==> config.mk <==
export PLATFORM = sky130hd
export DESIGN_NAME = tt_pin_bridge
export DESIGN_NICKNAME = d
export VERILOG_FILES = /design/src/rtl/tt_pin_bridge_pkg.sv /design/src/rtl/tt_pin_bridge_fifo.sv /design/src/rtl/tt_pin_bridge.sv
export SDC_FILE = /design/constraint.sdc
export NUM_CORES = 1
export LEC_CHECK = 0
export ABC_CLOCK_PERIOD_IN_PS = 2300
export BUFFER_PORTS_ARGS = -buffer_cell sky130_fd_sc_hd__buf_2
export CAP_MARGIN = 20
export CORE_UTILIZATION = 35
export CTS_BUF_LIST = sky130_fd_sc_hd__clkbuf_16
export DETAILED_ROUTE_END_ITERATION = 12
export GPL_ROUTABILITY_DRIVEN = 0
export PLACE_DENSITY_LB_ADDON = 0.12
export SYNTH_ARGS = -nofsm -noshare
export SYNTH_HDL_FRONTEND = slang
export SYNTH_HIERARCHICAL = 1
export SYNTH_SLANG_ARGS = --single-unit
==> constraint.sdc <==
create_clock -name clk -period 2.3 [get_ports clk]
set_clock_uncertainty 0.1 [all_clocks]
set_input_delay 0.69 -clock clk [delete_from_list [all_inputs] [get_ports clk]]
set_output_delay 0.69 -clock clk [all_outputs]
set_load 0.05 [all_outputs]
==> src/rtl/tt_pin_bridge_pkg.sv <==
// Shared definitions for the TinyTapeout pin bridge: beat-count helper,
// default geometry and the output serialiser state encoding.
package tt_pin_bridge_pkg;

    // Integer ceiling division, used to size beat counts from pin widths.
    function automatic int ceil_div(input int a, input int b);
        return (a + b - 1) / b;
    endfunction

    // Default geometry: a 12-bit core behind 6 input and 8 output data pins.
    localparam int DEF_DATA_W    = 12;
    localparam int DEF_IN_PINS   = 6;
    localparam int DEF_OUT_PINS  = 8;
    localparam int DEF_DEPTH     = 4;
    localparam int DEF_IN_BEATS  = ceil_div(DEF_DATA_W, DEF_IN_PINS);
    localparam int DEF_OUT_BEATS = ceil_div(DEF_DATA_W, DEF_OUT_PINS);

    // Output serialiser states.
    typedef enum logic {
        ST_IDLE  = 1'b0,
        ST_SHIFT = 1'b1
    } out_state_t;

endpackage

==> src/rtl/tt_pin_bridge_fifo.sv <==
// Input word FIFO for the pin bridge. The head word is held in a register so
// it stays stable (and keeps its last value) while the FIFO is empty. A push
// into a full FIFO is accepted only when a pop happens in the same cycle;
// otherwise it is reported on 'drop'.
module tt_pin_bridge_fifo
    import tt_pin_bridge_pkg::*;
#(
    parameter int DATA_W = DEF_DATA_W,
    parameter int DEPTH  = DEF_DEPTH
) (
    input  logic                       clk,
    input  logic                       rst_n,
    input  logic                       push,
    input  logic [DATA_W-1:0]          push_data,
    input  logic                       pop,
    output logic [DATA_W-1:0]          head,
    output logic                       empty,
    output logic                       full,
    output logic                       drop,
    output logic [$clog2(DEPTH):0]     count
);

    localparam int PW = $clog2(DEPTH);

    logic [DATA_W-1:0] mem [DEPTH];
    logic [PW-1:0]     wr_ptr;
    logic [PW-1:0]     rd_ptr;
    logic [PW-1:0]     rd_ptr_nx;
    logic              pop_ok;
    logic              push_ok;

    assign empty     = (count == '0);
    assign full      = (count == (PW+1)'(DEPTH));
    assign pop_ok    = pop && !empty;
    assign push_ok   = push && (!full || pop_ok);
    assign drop      = push && !push_ok;
    assign rd_ptr_nx = rd_ptr + PW'(1);

    // Storage array: written at the tail on every accepted push.
    always_ff @(posedge clk) begin
        if (push_ok) begin
            mem[wr_ptr] <= push_data;
        end
    end

    // Pointers, occupancy and the registered head word.
    always_ff @(posedge clk or negedge rst_n) begin
        if (!rst_n) begin
            wr_ptr <= '0;
            rd_ptr <= '0;
            count  <= '0;
            head   <= '0;
        end else begin
            if (push_ok) begin
                wr_ptr <= wr_ptr + PW'(1);
            end
            if (pop_ok) begin
                rd_ptr <= rd_ptr_nx;
            end
            case ({push_ok, pop_ok})
                2'b10:   count <= count + (PW+1)'(1);
                2'b01:   count <= count - (PW+1)'(1);
                default: count <= count;
            endcase
            // The next head is either the word just pushed into an empty (or
            // emptying) FIFO, or the entry behind the one being popped.
            if (empty && push_ok) begin
                head <= push_data;
            end else if (pop_ok && count == (PW+1)'(1) && push_ok) begin
                head <= push_data;
            end else if (pop_ok && count > (PW+1)'(1)) begin
                head <= mem[rd_ptr_nx];
            end
        end
    end

endmodule

==> src/rtl/tt_pin_bridge.sv <==
// TinyTapeout pin bridge: deserialises narrow input beats into core words
// (queued in a FIFO) and serialises core words onto narrow output chunks.
// Optional feature macro: TT_PIN_BRIDGE_LOOPBACK_EN adds a 'loopback' input
// that routes FIFO head words straight into the serialiser.
module tt_pin_bridge
    import tt_pin_bridge_pkg::*;
#(
    parameter int DATA_W   = DEF_DATA_W,
    parameter int IN_PINS  = DEF_IN_PINS,
    parameter int OUT_PINS = DEF_OUT_PINS,
    parameter int DEPTH    = DEF_DEPTH
) (
    input  logic                clk,
    input  logic                rst_n,
    input  logic [IN_PINS-1:0]  pin_in,
    input  logic                pin_strobe,
    input  logic                pin_sync,
`ifdef TT_PIN_BRIDGE_LOOPBACK_EN
    input  logic                loopback,
`endif
    output logic [OUT_PINS-1:0] pin_out,
    output logic                pin_out_valid,
    output logic                pin_out_last,
    output logic                pin_ovf,
    output logic [DATA_W-1:0]   in_word,
    output logic                in_valid,
    input  logic                in_ready,
    input  logic [DATA_W-1:0]   out_word,
    input  logic                out_valid,
    output logic                out_ready
);

    localparam int IN_BEATS  = ceil_div(DATA_W, IN_PINS);
    localparam int OUT_BEATS = ceil_div(DATA_W, OUT_PINS);
    localparam int IN_W      = IN_BEATS * IN_PINS;
    localparam int SH_W      = OUT_BEATS * OUT_PINS;
    localparam int BC_W      = $clog2(IN_BEATS + 1);
    localparam int CC_W      = $clog2(OUT_BEATS + 1);

    // ---------------- input deserialiser ----------------
    logic [BC_W-1:0] beat_cnt;
    logic [BC_W-1:0] beat_idx;
    logic [IN_W-1:0] asm_q;
    logic [IN_W-1:0] asm_n;
    logic            beat_last;
    logic            fifo_push;

    // Place the current beat into its slot; sync realigns it to slot 0.
    always_comb begin
        beat_idx = pin_sync ? '0 : beat_cnt;
        asm_n    = asm_q;
        for (int k = 0; k < IN_BEATS; k++) begin
            if (beat_idx == BC_W'(k)) begin
                asm_n[k*IN_PINS +: IN_PINS] = pin_in;
            end
        end
        beat_last = (beat_idx == BC_W'(IN_BEATS - 1));
        fifo_push = pin_strobe && beat_last;
    end

    // Assembly register holding the partial word between beats.
    always_ff @(posedge clk) begin
        if (pin_strobe) begin
            asm_q <= asm_n;
        end
    end

    // Beat counter: advances per strobe, wraps after the last beat.
    always_ff @(posedge clk or negedge rst_n) begin
        if (!rst_n) begin
            beat_cnt <= '0;
        end else if (pin_strobe) begin
            beat_cnt <= beat_last ? '0 : beat_idx + BC_W'(1);
        end else if (pin_sync) begin
            beat_cnt <= '0;
        end
    end

    // ---------------- input FIFO ----------------
    logic [DATA_W-1:0]      fifo_head;
    logic                   fifo_empty;
    logic                   fifo_full;
    logic                   fifo_drop;
    logic                   fifo_pop;
    logic [$clog2(DEPTH):0] fifo_count;

    tt_pin_bridge_fifo #(
        .DATA_W (DATA_W),
        .DEPTH  (DEPTH)
    ) u_fifo (
        .clk       (clk),
        .rst_n     (rst_n),
        .push      (fifo_push),
        .push_data (asm_n[DATA_W-1:0]),
        .pop       (fifo_pop),
        .head      (fifo_head),
        .empty     (fifo_empty),
        .full      (fifo_full),
        .drop      (fifo_drop),
        .count     (fifo_count)
    );

    assign in_word = fifo_head;

    // Sticky overflow flag, cleared only by reset.
    always_ff @(posedge clk or negedge rst_n) begin
        if (!rst_n) begin
            pin_ovf <= 1'b0;
        end else if (fifo_drop) begin
            pin_ovf <= 1'b1;
        end
    end

    // ---------------- serialiser source select ----------------
    out_state_t        st_q;
    logic              rdy_q;
    logic [DATA_W-1:0] src_word;
    logic              src_valid;
    logic              capture;

`ifdef TT_PIN_BRIDGE_LOOPBACK_EN
    logic lb_mode;
    logic lb_q;

    // Loopback selection is only sampled while idle, so a word in flight
    // always finishes from the source it started with.
    assign lb_mode   = (st_q == ST_IDLE) ? loopback : lb_q;
    assign src_word  = lb_mode ? fifo_head : out_word;
    assign src_valid = lb_mode ? !fifo_empty : out_valid;
    assign fifo_pop  = lb_mode ? capture : in_ready;
    assign in_valid  = !fifo_empty && !lb_mode;
    assign out_ready = rdy_q && !lb_mode;

    // Hold the loopback mode for the duration of a word.
    always_ff @(posedge clk or negedge rst_n) begin
        if (!rst_n) begin
            lb_q <= 1'b0;
        end else begin
            lb_q <= lb_mode;
        end
    end
`else
    assign src_word  = out_word;
    assign src_valid = out_valid;
    assign fifo_pop  = in_ready;
    assign in_valid  = !fifo_empty;
    assign out_ready = rdy_q;
`endif

    assign capture = src_valid && rdy_q;

    // ---------------- output serialiser ----------------
    logic [SH_W-1:0] sh_q;
    logic [SH_W-1:0] src_pad;
    logic [CC_W-1:0] chunk_q;
    logic [CC_W-1:0] chunk_nx;

    assign src_pad  = SH_W'(src_word);
    assign chunk_nx = chunk_q + CC_W'(1);

    // Output FSM: load on capture, shift one chunk per cycle, return to idle
    // after the last chunk unless a back-to-back word is captured.
    always_ff @(posedge clk or negedge rst_n) begin
        if (!rst_n) begin
            st_q          <= ST_IDLE;
            sh_q          <= '0;
            chunk_q       <= '0;
            pin_out       <= '0;
            pin_out_valid <= 1'b0;
            pin_out_last  <= 1'b0;
            rdy_q         <= 1'b0;
        end else if (capture) begin
            st_q          <= ST_SHIFT;
            pin_out       <= src_pad[OUT_PINS-1:0];
            sh_q          <= src_pad >> OUT_PINS;
            chunk_q       <= '0;
            pin_out_valid <= 1'b1;
            pin_out_last  <= (OUT_BEATS == 1);
            rdy_q         <= (OUT_BEATS == 1);
        end else if (st_q == ST_IDLE || pin_out_last) begin
            st_q          <= ST_IDLE;
            pin_out       <= '0;
            pin_out_valid <= 1'b0;
            pin_out_last  <= 1'b0;
            rdy_q         <= 1'b1;
        end else begin
            pin_out       <= sh_q[OUT_PINS-1:0];
            sh_q          <= sh_q >> OUT_PINS;
            chunk_q       <= chunk_nx;
            pin_out_last  <= (chunk_nx == CC_W'(OUT_BEATS - 1));
            rdy_q         <= (chunk_nx == CC_W'(OUT_BEATS - 1));
        end
    end

endmodule

==> flow_summary.toml, run 1 <==
[logic_synthesis]
yosysWarnings = 6
synth_area_um2 = 4150
syn_nets = 307
syn_avg_cell_area_um2 = 15.1
synthCells = 274

[finish]
diodes = 0
final_net_count = 374
fillers = 1038
final_common_cell = "edfxtp_1"
final_cells = 489
drive_gt1_frac = 0.309
area_growth_pct = 20.7
finalCoreUtilization = 0.437
stdcell_area_um2 = 5010
mostFrequentLayoutCells = "edfxtp_1, buf_2, dfrtp_1, nand2_1"

[grt]
grt_pass1_wl_um = 13400
use_met1 = 0.217
grt-ovfl-total = 0
antenna_found_initial = 0
use_met2 = 0.201
track_usage = 0.145
met3_usage = 0.0470
grt_max_degree = 40
grt_pass1_vias = 2391
grt-busiest-layer = "met1"

[floorplanning]
core_um2 = 11500
placementRows = 39
die_h_um = 111
die_w_um = 111
dieArea_um2 = 12300
start_util = 0.362
io_pins = 49

[sta]
clock.fmax_ghz = 0.456
finalSetupViolCount = 0
fin_crit_ns = 2.19
setup_ws_ns = 0.106
holdWs_ns = 0.299
finalHoldViolCount = 0
rsz0062_at_grt = "no"
fin_crit_sh = 0.954
timing.slew.headroom = 0.545
drv_slew = 0
tightest_slew_ns = 0.682

[placement]
port_buffers = 48
dp.final_hpwl_um = 5680
dp_slack_ns = -0.0306
place_area_um2 = 4670
post-place-cells = 471

[clocking]
clockRootBuffer = "clkbuf_16"
cts.sinks = 99
cts_made_buffers = 9
cts_tree = "done"
clock_path_buffers = 2
clkLatencyLatePin_ns = 0.34
cts_max_level = 3
clk_pin_slew_ns = 0.06

[worst_setup_path]
critPathRequiredTime_ns = 1.51
r2r_slack_ns = 0.37
setup.worst_path.end_class = "output port"
arrival_ns = 1.40
worst-path-buf-inv = 4
crit_type = "reg -> out"
crit_chain = "inv_1 -> ha_1 -> nand2b_1 -> inv_1 -> inv_1 -> buf_4"
cp-start-kind = "flip-flop"
path_common_cell = "inv_1"
worst_path_max_delay_cell = "dfrtp_1"
cpPeakStageDelay_ns = 0.37
cp_top_family = "flip-flops"
crit_fanout = 3

[detailed_routing]
ant_nets = 0
vias = 2390
wirelength_um = 7960
drtIter0Drc = 133
drc = 0
routedWlPerCell_um = 16.3
first_pass_iters = 4
via_per_inst = 4.89

[pwr]
seq_power_share = 0.388
ir_worst_vdd_uv = 541
p_sw_frac = 0.363
clkPwrFrac = 0.244
p_leak_nw = 2.02
powerDensity_nw_per_um2 = 1280
p_comb_frac = 0.368
p_int_mw = 4.10
power.switching_mw = 2.34

[job]
cap_violations = 0

[status]
status = "complete, no violations"

[min_path]
hold_class = "in -> async"
-- worst register-to-register path, stage by stage (launching register included) --
cell and delay (ns):
dfrtp_1 0.37, inv_1 0.09, ha_1 0.22, buf_4 0.17, nand2_1 0.12, o21a_1 0.19, and2_2 0.35
-- metrics by stage --
step | total power, mW | setup TNS [ns]
after floorplan | 4.29 | 0
after global placement | 4.89 | 0
after detailed placement | 4.91 | -0.374
after CTS | 6.51 | 0
after global routing | 6.83 | 0
final | 6.43 | 0
-- timing repair --
action                     4_1_cts  5_1_grt
resized for setup                1        0
hold buffers                     0        0
setup buffers                    1        1
setup endpoints to repair        1        1
-- registers in the layout, indices dropped and copies added, names as in the netlist, 2 cells and up --
signal and flops:
u_fifo/mem 48, asm_q 12, u_fifo/head 12, pin_out 8, sh_q 4, u_fifo/count 3, beat_cnt 2, chunk_q 2
u_fifo/rd_ptr 2, u_fifo/wr_ptr 2
-- layer usage --
metal / part of all wire / routed length, µm
met1: 0.52 / 4140
met2: 0.43 / 3390
met5: 0 / 0
met4: 0.013 / 101
met3: 0.041 / 328
-- power groups by stage --
| stage | Sequential, mW | Combinational (mW) | Clock (mW) |
|---|---|---|---|
| 6_report | 2.49 | 2.37 | 1.57 |
| 5_1_grt | 2.54 | 2.60 | 1.69 |
| 4_1_cts | 2.51 | 2.39 | 1.61 |
| 3_5_place_dp | 2.54 | 2.37 | 0 |
| 3_3_place_gp | 2.53 | 2.35 | 0 |
| 2_1_floorplan | 3.08 | 1.21 | 0 |
-- layout make-up --
cell class                 instances  area [µm²]  area share
tap                              143         179      0.0357
inverter                          13        48.8     0.00974
timing repair buffer              66         415      0.0829
sequential                        99        2780       0.555
clock inverter                     7        91.3      0.0182
clock buffer                       9         225      0.0450
multi-input combinational        152        1270       0.254
-- path summary, 6_finish.rpt --
| path | depth (start not counted) | startpoint | endpoint |
|---|---|---|---|
| min in group clk | 1 | pin_ovf | pin_ovf |
| max reg2reg | 6 | u_fifo/count[0] | u_fifo/mem[0][5] |
| max in group asynchronous | 2 | rst_n | u_fifo/wr_ptr[1] |
| min | 2 | rst_n | u_fifo/head[8] |
| min reg2reg | 1 | pin_ovf | pin_ovf |
| max | 6 | u_fifo/count[0] | in_valid |
(Power assumes the default switching activity.)
==> inputs of run 2 (changes only) <==
- ABC_AREA: unset -> 1
- GPL_TIMING_DRIVEN: unset -> 0
==> run 2 against run 1 <==
- final cell count grew 38%
- fmax shrank 0.75%
- sequential share of layout area shrank 3.7 points
- global-route usage grew 0.88 points
- die area grew 5.8%
- final area grew 7.2%
- combinational power grew 18%
- area after synthesis grew 5.9%
- wire length grew 12%
- sequential power shrank 2%
- first-iteration DRC count grew 11%
- critical path type unchanged
- largest power group is now combinational logic
==> flow_summary.toml, run 2 <==
[clocking]
cts.sinks = 99
clockRootBuffer = "clkbuf_16"
clock_path_buffers = 2
cts_hold_buf = 0
clkLatencyLatePin_ns = 0.35
cts_made_buffers = 9
cts_max_level = 3
clk_pin_slew_ns = 0.07
cts_tree = "done"

[finish]
stdcell_area_um2 = 5370
area_growth_pct = 22.1
mostFrequentLayoutCells = "nand2_1, edfxtp_1, buf_2, nand3_1, dfrtp_1"
diodes = 0
largest_register = "u_fifo/mem"
largest_reg_flops = 48
final_common_cell = "nand2_1"
top_regs = "u_fifo/mem: 48 flops, asm_q: 12 flops, u_fifo/head: 12 flops"
fillers = 1203
final_cells = 676
drive_gt1_frac = 0.230
final_net_count = 536

[detailed_routing]
routedWlPerCell_um = 13.2
wirelength_um = 8920
met1_length_um = 4570
drtIter0Drc = 147
ant_nets = 0
vias = 2991
first_pass_iters = 4
wl_met3_um = 278
via_per_inst = 4.42
met2_length_um = 3900
drc = 0
dr.max_layer_used = "met4"

[worst_setup_path]
crit_type = "reg -> out"
path_common_cell = "inv_1"
worst_path_max_delay_cell = "dfrtp_1"
rr_endpoint = "u_fifo/mem[2][3]"
r2r_cells = 9
crit_chain = "inv_1 -> ha_4 -> nand2_4 -> inv_1 -> inv_1 -> buf_4"
cp-start-kind = "flip-flop"
crit_fanout = 4
worst-path-buf-inv = 4
cpPeakStageDelay_ns = 0.41
cp_top_family = "buffers and inverters"
critPathRequiredTime_ns = 1.51
reg2reg_from = "beat_cnt[1]"
setup.worst_path.end_class = "output port"
r2r_slack_ns = 0.12
arrival_ns = 1.42

[grt]
track_usage = 0.154
grt_pass1_vias = 3004
antenna_found_initial = 0
grt_max_degree = 40
grt-ovfl-total = 0
grt_pass1_wl_um = 15100

[logic_synthesis]
synth_area_um2 = 4400
synthCells = 435
syn_nets = 468
yosysWarnings = 6
syn_avg_cell_area_um2 = 10.1

[floorplanning]
die_h_um = 114
io_pins = 49
die_w_um = 114
placementRows = 40
core_um2 = 12100
start_util = 0.363
dieArea_um2 = 13000

[pwr]
ir_worst_vdd_uv = 439
powerDensity_nw_per_um2 = 1300
finalPower_mw = 6.97
p_leak_nw = 2.51

[sta]
finalHoldViolCount = 0
holdWs_ns = 0.374
fin_crit_ns = 2.21
drv_slew = 0
clock.fmax_ghz = 0.452
totalNegativeSetupSlack_ns = 0
fin_crit_sh = 0.961
rsz0062_at_grt = "no"
timing.slew.headroom = 0.382
finalSetupViolCount = 0
tightest_slew_ns = 0.927

[placement]
port_buffers = 48
post-place-cells = 651
place_area_um2 = 4900
dp.final_hpwl_um = 6100

[status]
status = "complete, no violations"

[min_path]
hold-path-endpoint = "pin_ovf"
hold_class = "reg -> reg"
hp-start = "pin_ovf"
min_path_cells = 1

[job]
cap_violations = 0
-- run 2: final cells by class --
| cell class | instances | area (µm²) | area share |
|---|---|---|---|
| Sequential cell | 99 | 2780 | 0.517 |
| Multi-Input combinational cell | 292 | 1480 | 0.276 |
| Timing Repair Buffer | 57 | 350 | 0.0653 |
| Clock buffer | 9 | 225 | 0.0420 |
| Tap cell | 168 | 210 | 0.0392 |
| Inverter | 32 | 126 | 0.0235 |
| Clock inverter | 7 | 116 | 0.0217 |
| Buffer | 12 | 82.6 | 0.0154 |
-- run 2: worst max-delay path by stage --
| stage | startpoint | slack, ns | cells after the start | end |
|---|---|---|---|---|
| 6_report | u_fifo/count[0] | 0.09 | 6 | in_valid |
| 5_1_grt | beat_cnt[1] | 0.008 | 9 | u_fifo/mem[1][8] |
| 4_1_cts | u_fifo/count[0] | 0.02 | 6 | in_valid |
| 3_5_place_dp | pin_strobe | -0.66 | 8 | u_fifo/mem[2][11] |
| 3_3_place_gp | pin_strobe | -0.67 | 8 | u_fifo/mem[2][2] |
| 2_1_floorplan | pin_sync | 0.009 | 8 | u_fifo/mem[0][0] |
-- run 2: metrics by stage --
| step | utilization | worst slack [ns] |
|---|---|---|
| after floorplan | - | 0.00910 |
| after global placement | 0.404 | -0.669 |
| after detailed placement | 0.404 | -0.656 |
| after CTS | 0.440 | 0.0152 |
| after global routing | 0.443 | 0.00805 |
| final | 0.443 | 0.0890 |
-- run 2: per-layer routing --
layer / vias up / global-route usage
met5: - / 0
met1: 1379 / 0.220
met4: 0 / 0.0753
met3: 11 / 0.0281
li1: 1547 / -
met2: 54 / 0.225
-- run 2: timing repair --
action / 4_1_cts / 5_1_grt
resized for setup: 2 / 3
buffers inserted: 7 / 2
endpoints found under the setup margin: 49 / 49
pin swaps: 5 / 1
-- run 2: power breakdown --
part | internal (mW) | switching, mW
logic | 0.827 | 1.96
registers | 2.27 | 0.182
clock network | 1.06 | 0.668
==> inputs of run 3 (changes only) <==
- GPL_TIMING_DRIVEN: 0 -> 1
==> run 3 against run 2 <==
- core utilization shrank 0.97 points
- fmax shrank 0.20%
- die area is the same
==> flow_summary.toml, run 3 (synthesized netlist as in run 2, its figures left out) <==
[grt]
grt_max_degree = 40
grt-ovfl-total = 0
grt_pass1_vias = 2936
track_usage = 0.168
antenna_found_initial = 0
grt_pass1_wl_um = 16000

[finish]
diodes = 0
mostFrequentLayoutCells = "nand2_1, edfxtp_1, nand3_1, buf_2, dfrtp_1"
ff_latch_area_um2 = 2780
multiInputGateArea_um2 = 1460
area_growth_pct = 19.4
final_net_count = 535
final_cells = 675
drive_gt1_frac = 0.225
largest_reg_flops = 48
fillers = 1187
final_common_cell = "nand2_1"
top_regs = "u_fifo/mem: 48 flops, asm_q: 12 flops, u_fifo/head: 12 flops"
largest_register = "u_fifo/mem"

[pwr]
p_leak_nw = 2.49
clkPwrFrac = 0.201
power.switching_mw = 2.78
p_int_mw = 3.78
powerDensity_nw_per_um2 = 1250
seq_power_share = 0.378
p_sw_frac = 0.424
finalPower_mw = 6.57
p_comb_frac = 0.421
ir_worst_vdd_uv = 462

[detailed_routing]
vias = 3082
drc = 0
via_per_inst = 4.57
drtIter0Drc = 201
first_pass_iters = 4
routedWlPerCell_um = 15.0
ant_nets = 0
wirelength_um = 10100

[worst_setup_path]
setup.worst_path.end_class = "output port"
crit_fanout = 4
path_common_cell = "inv_1"
critPathRequiredTime_ns = 1.51
worst_path_max_delay_cell = "dfrtp_1"
cp-start-kind = "flip-flop"
cpPeakStageDelay_ns = 0.41
arrival_ns = 1.43
crit_type = "reg -> out"
crit_chain = "inv_1 -> ha_2 -> nand2_4 -> inv_1 -> inv_1 -> buf_4"

[placement]
dp.final_hpwl_um = 7160
port_buffers = 48
post-place-cells = 657

[min_path]
hold_class = "in -> async"

[sta]
clock.fmax_ghz = 0.451
fin_crit_ns = 2.22
fin_crit_sh = 0.963
timing.slew.headroom = 0.639
tightest_slew_ns = 0.541
finalSetupViolCount = 0
finalHoldViolCount = 0
drv_slew = 0

[clocking]
clk_pin_slew_ns = 0.06
cts_made_buffers = 9
clockRootBuffer = "clkbuf_16"
clock_path_buffers = 2
cts.sinks = 99
clkLatencyLatePin_ns = 0.34
cts_max_level = 3
cts_tree = "done"

[floorplanning]
placementRows = 40
die_h_um = 114
start_util = 0.363
io_pins = 49
die_w_um = 114
core_um2 = 12100
dieArea_um2 = 13000

[status]
status = "complete, no violations"

[job]
cap_violations = 0
## run 3: area by class of cell
cell class                      instances  share of cell area
Tap cell                              168              0.0400
Multi-Input combinational cell        292               0.279
Timing Repair Buffer                   68              0.0796
Sequential cell                        99               0.529
Clock buffer                            9              0.0429
Inverter                               32              0.0241
Clock inverter                          7             0.00548
## run 3: what timing repair did
| item | CTS | global route |
|---|---|---|
| gates resized for setup | 1 | 2 |
| setup buffers | 0 | 2 |
| endpoints found under the setup margin | 1 | 1 |
| hold buffers | 0 | 0 |
| cloned | 0 | 0 |
## run 3: path summary, 6_finish.rpt
check	start	to	depth (start not counted)	slack, ns
max in group asynchronous	rst_n	u_fifo/wr_ptr[1]	2	1.41
worst min register to register	pin_ovf	pin_ovf	1	0.37
worst max register to register	u_fifo/count[0]	u_fifo/head[11]	11	0.30
worst max-delay path	u_fifo/count[0]	in_valid	6	0.08
worst min-delay path	rst_n	u_fifo/head[9]	2	0.32
min in group clk	pin_ovf	pin_ovf	1	0.37
## run 3: routing by layer
layer | vias to the layer above | wire, µm | global-route usage
li1 | 1553 | - | -
met1 | 1437 | 4570 | 0.223
met2 | 81 | 4800 | 0.266
met3 | 11 | 592 | 0.0392
met4 | 0 | 155 | 0.0632
met5 | - | 0 | 0
## run 3: through the flow
stage	cell area, µm²	hold WS, ns	setup TNS [ns]	util	worst slack [ns]
2_1_floorplan	4450	0.294	0	-	0.00910
3_3_place_gp	4980	0.349	0	0.411	0.00642
3_5_place_dp	4980	0.355	-0.533	0.411	-0.0300
4_1_cts	5230	0.339	0	0.432	0.00693
5_1_grt	5250	0.354	-0.00233	0.433	-0.00233
6_report	5250	0.316	0	0.433	0.0844
## run 3: critical path: cells and delay by family (launching register included)
kind / cells / cell delay (ns)
AND/OR/NAND/NOR: 1 / 0.07
flip-flops: 1 / 0.41
adder cells (fa/ha/maj): 1 / 0.22
buffers and inverters: 4 / 0.37
## run 3: power by group through the flow
stage          Combinational, mW  Sequential [mW]  Clock, mW
2_1_floorplan               1.49             3.06          0
3_3_place_gp                2.75             2.52          0
3_5_place_dp                2.77             2.52          0
4_1_cts                     2.77             2.49       1.36
5_1_grt                     3.09             2.52       1.43
6_report                    2.76             2.48       1.32
